## src/rtl/rr_select_arbiter.sv

```systemverilog
// Round-robin arbiter/sequencer for the nibble select datapath: picks one requester,
// holds the grant for up to BURST accepted beats, then rotates priority past it.
module rr_select_arbiter #(
  parameter int N_REQ  = 6,
  parameter int DATA_W = 4,
  parameter int SEL_W  = 3,
  parameter int BURST  = 2
) (
  input  logic                      clk,
  input  logic                      rst,
  input  logic [N_REQ-1:0]          req,
  input  logic [N_REQ*DATA_W-1:0]   data_in,
  output logic [DATA_W-1:0]         out_data,
  output logic                      out_valid,
  input  logic                      out_ready,
  output logic [SEL_W-1:0]          sel,
  output logic [N_REQ-1:0]          gnt,
  output logic [N_REQ-1:0]          ack,
  output logic                      busy
);

  localparam int CNT_W = (BURST < 2) ? 1 : $clog2(BURST + 1);

  typedef enum logic {IDLE, BUSY} state_t;

  state_t             state_reg, state_next;
  logic [SEL_W-1:0]   ptr_reg, ptr_next;
  logic [SEL_W-1:0]   sel_reg, sel_next;
  logic [N_REQ-1:0]   gnt_reg, gnt_next;
  logic [DATA_W-1:0]  data_reg, data_next;
  logic               valid_reg, valid_next;
  logic [CNT_W-1:0]   cnt_reg, cnt_next;

  logic [DATA_W-1:0]  words [N_REQ];
  logic               pick_found;
  logic [SEL_W-1:0]   pick_idx;
  logic [SEL_W-1:0]   scan_idx;
  logic               accept;

  generate
    for (genvar gi = 0; gi < N_REQ; gi++) begin : g_words
      assign words[gi] = data_in[gi*DATA_W +: DATA_W];
    end
  endgenerate

  // Scan from the farthest offset down so the nearest requester at/after ptr wins.
  always_comb begin
    pick_found = 1'b0;
    pick_idx   = '0;
    scan_idx   = '0;
    for (int k = N_REQ - 1; k >= 0; k--) begin
      scan_idx = SEL_W'((int'(ptr_reg) + k) % N_REQ);
      if (req[scan_idx]) begin
        pick_found = 1'b1;
        pick_idx   = scan_idx;
      end
    end
  end

  assign accept = (state_reg == BUSY) && valid_reg && out_ready;

  always_comb begin
    state_next = state_reg;
    ptr_next   = ptr_reg;
    sel_next   = sel_reg;
    gnt_next   = gnt_reg;
    data_next  = data_reg;
    valid_next = valid_reg;
    cnt_next   = cnt_reg;
    case (state_reg)
      IDLE: begin
        if (pick_found) begin
          state_next = BUSY;
          sel_next   = pick_idx;
          gnt_next   = N_REQ'(1) << pick_idx;
          data_next  = words[pick_idx];
          valid_next = 1'b1;
          cnt_next   = CNT_W'(1);
        end
      end
      BUSY: begin
        if (accept) begin
          if (req[sel_reg] && (cnt_reg < CNT_W'(BURST))) begin
            data_next = words[sel_reg];
            cnt_next  = cnt_reg + CNT_W'(1);
          end else begin
            // sel is left alone so it still names the last granted requester.
            state_next = IDLE;
            valid_next = 1'b0;
            gnt_next   = '0;
            ptr_next   = (sel_reg == SEL_W'(N_REQ - 1)) ? '0 : sel_reg + SEL_W'(1);
          end
        end
      end
      default: state_next = IDLE;
    endcase
  end

  always_ff @(posedge clk) begin
    if (rst) begin
      state_reg <= IDLE;
      ptr_reg   <= '0;
      sel_reg   <= '0;
      gnt_reg   <= '0;
      data_reg  <= '0;
      valid_reg <= 1'b0;
      cnt_reg   <= '0;
    end else begin
      state_reg <= state_next;
      ptr_reg   <= ptr_next;
      sel_reg   <= sel_next;
      gnt_reg   <= gnt_next;
      data_reg  <= data_next;
      valid_reg <= valid_next;
      cnt_reg   <= cnt_next;
    end
  end

  // A beat caught by reset is discarded, so the handshake pulse is suppressed too.
  assign ack       = (accept && !rst) ? gnt_reg : '0;
  assign out_data  = data_reg;
  assign out_valid = valid_reg;
  assign sel       = sel_reg;
  assign gnt       = gnt_reg;
  assign busy      = (state_reg == BUSY);

endmodule

```

## config.mk

```make
export PLATFORM = sky130hd
export DESIGN_NAME = rr_select_arbiter
export DESIGN_NICKNAME = d
export VERILOG_FILES = /design/src/rtl/rr_select_arbiter.sv
export SDC_FILE = /design/constraint.sdc
export NUM_CORES = 1
export LEC_CHECK = 0
export BUFFER_PORTS_ARGS = -buffer_cell sky130_fd_sc_hd__buf_2
export CAP_MARGIN = 25
export CORE_MARGIN = 2
export CORE_UTILIZATION = 31
export CTS_CLUSTER_DIAMETER = 80
export CTS_CLUSTER_SIZE = 16
export DETAILED_ROUTE_END_ITERATION = 16
export PLACE_DENSITY_LB_ADDON = 0.08
export SYNTH_ARGS = -nofsm -noshare
export SYNTH_HDL_FRONTEND = slang
export SYNTH_SLANG_ARGS = --single-unit
```

## constraint.sdc

```tcl
create_clock -name clk -period 4.3 [get_ports clk]
set_input_delay 0.86 -clock clk [delete_from_list [all_inputs] [get_ports clk]]
set_output_delay 0.86 -clock clk [all_outputs]
set_load 0.005 [all_outputs]
```

==> results.sh <==
export IMPL_die_area_um2=9250
export IMPL_tns_ns=0
export IMPL_async_flop_share_pct=0
export IMPL_pwr_density_cell_nw_per_um2=253
export IMPL_synth_most_common_cell="a21oi_1"
export IMPL_grt_usage_pct=19.6
export IMPL_core_area_um2=8220
export IMPL_ant_nets=0
export IMPL_busiest_layer="met2"
export IMPL_num_vias=2851
export IMPL_synthCells=336
export IMPL_path_max_fanout=6
export IMPL_htreeDepth=1
export IMPL_ys_seq_area_share_pct=15.2
export IMPL_design_area_um2=3110
export IMPL_use_met3_pct=1.88
export IMPL_arrival_ns=4.20
export IMPL_yosysTopAreaCellShare_pct=15.2
export IMPL_wl_per_cell_um=18.1
export IMPL_cap_violations=0
export IMPL_endpoint_kind="flip-flop"
export IMPL_startpoint_type="flip-flop"
export IMPL_cts_root_buf="clkbuf_8"
export IMPL_finalHoldViolCount=0
export IMPL_cts_tree="built"
export IMPL_post_dp_cell_area_um2=3050
export IMPL_clock_skew_ns=0.00659
export IMPL_largest_reg_flops=6
export IMPL_syn_nets=379
export IMPL_synth_area_leaders="dfxtp_1, mux4_2, a21oi_1"
export IMPL_drv_slew=0
export IMPL_synth_avg_cell_area_um2=7.84
export IMPL_rows=33
export IMPL_cts_buffers=3
export IMPL_yosysWarnings=0
export IMPL_antenna_found_initial=0
export IMPL_grt_pass1_vias=2716
export IMPL_fillers=869
export IMPL_syn_to_final_growth_pct=17.9
export IMPL_wl_um=8920
export IMPL_synthTopCellsByCount="a21oi_1, nor2_1, dfxtp_1"
export IMPL_hold_path_depth=2
export IMPL_finalNonFillerCells=492
export IMPL_synth_area_um2=2640
export IMPL_layout_drive_gt1_share_pct=28.2
export IMPL_hold_class="reg -> reg"
export IMPL_grt_max_degree=22
export IMPL_ir_drop_mv=0.122
export IMPL_cellLeakagePower_nw=1.27
export IMPL_initial_core_util_pct=32.1
export IMPL_post_synth_num_cell_types=68
export IMPL_grt_pass1_wl_um=14200
export IMPL_gr_usage_met1_pct=26.5
export IMPL_holdWs_ns=0.463
export IMPL_layout_nets=432
export IMPL_max_slew_margin_pct=46.9
export IMPL_multi_input_comb_area_um2=2070
export IMPL_yosysTopAreaCell="dfxtp_1"
export IMPL_clk_pin_slew_ns=0.08
export IMPL_ff2ff_path_depth=14
export IMPL_drt_iter0_markers=154
export IMPL_power_mw=0.787
export IMPL_die_w_um=96.2
export IMPL_ys_ff_latch=20
export IMPL_dp_hpwl_um=6870
export IMPL_cts_sinks=20
export IMPL_antennaDiodeCount=0
export IMPL_timing_fmax_mhz=247
export IMPL_period_minus_slack_ns=4.05
export IMPL_required_ns=4.44
export IMPL_die_h_um=96.2
export IMPL_clk_latency_ns=0.26
export IMPL_grt_use_met2_pct=34.0
export IMPL_crit_type="reg -> reg"
export IMPL_drc_errors=0
export IMPL_gp_congestion=0.840
export IMPL_numPortBuffers=53
export IMPL_setup_viol=0
export IMPL_overflow=0
export IMPL_viasPerCell=5.79
export IMPL_regArea_um2=400
export IMPL_finalCritPeriodShare_pct=94.2
export IMPL_clockBufferDepth=2
export IMPL_synth_flop_cell="dfxtp_1"
export IMPL_drtPass1Iterations=4
export IMPL_synth_edff_count=0
export IMPL_tightest_slew_ns=0.793
export IMPL_pin_count=54
export IMPL_status="completed"
export IMPL_place_inst=488
==> cell usage in the layout, fill, tap and decap left out, types with 10 or more instances in the layout <==
cell type | synthesis | layout
nand3_1 | 10 | 10
buf_4 | 2 | 16
dfxtp_1 | 20 | 20
buf_2 | 5 | 53
o21ai_0 | 14 | 14
nor2_1 | 30 | 30
ha_1 | 10 | 10
nand2_1 | 18 | 18
mux2i_1 | 14 | 14
and2_1 | 10 | 10
inv_1 | 16 | 16
a21oi_1 | 34 | 34
==> where the power goes <==
group	switching [mW]	leakage [nW]	internal (mW)
clock	0.0657	0.0216	0.0625
combinational	0.238	1.08	0.186
sequential	0.0256	0.164	0.210
==> final timing paths <==
check	from	endpoint	slack, ns
worst min-delay path	gnt[4]	gnt[4]	0.46
worst min register to register	gnt[4]	gnt[4]	0.46
worst max register to register	ptr_reg[1]	out_data[2]	0.25
worst max-delay path	ptr_reg[1]	out_data[2]	0.25
==> cell type report <==
class | instances | share of cell area [%]
repair buffers | 69 | 12.4
flip-flops and latches | 20 | 12.9
clock buffers | 3 | 1.33
inverters | 20 | 2.42
multi-input cells | 275 | 66.7
well taps | 105 | 4.23
==> stage by stage <==
step                setup slack (ns)  utilization [%]
floorplan                      0.390                -
global placement               0.198             37.1
detailed placement             0.204             37.1
CTS                            0.202             37.6
global route                -0.00168             37.8
finish                         0.248             37.8
==> cell families after synthesis <==
kind of cell / Yosys count / synth area share [%]
mux: 28 / 15.6
flops: 20 / 15.2
buf+inv: 41 / 6.36
xor+xnor: 4 / 1.61
fa+ha+maj: 10 / 4.75
compound gates: 129 / 36.5
simple gates: 104 / 20.0
==> metal layers <==
layer / up-vias / share of wire, % / wire, um
li1: 1389 / - / -
met1: 1390 / 48 / 4250
met2: 66 / 48 / 4280
met3: 6 / 3.4 / 301
met4: 0 / 1.1 / 94
met5: - / 0 / 0
==> critical path, cell delays in order (launching register included) <==
cell and delay [ns]:
dfxtp_1 0.44, ha_1 0.31, xor2_1 0.26, inv_1 0.09, ha_1 0.29, nand2b_1 0.17
or4_1 0.41, a31o_2 0.29, and4_4 0.18, o41ai_4 0.50, a21oi_1 0.18, o31ai_1 0.09
or3_1 0.14, a21oi_1 0.06, or4_1 0.51
==> what timing repair did <==
item                                    in CTS  in global routing
hold buffers                                 0                  0
endpoints found under the setup margin       0                  2
resized for setup                            0                  2
buffers inserted                             0                  1
No activity file was read; power rests on OpenSTA's default activity.
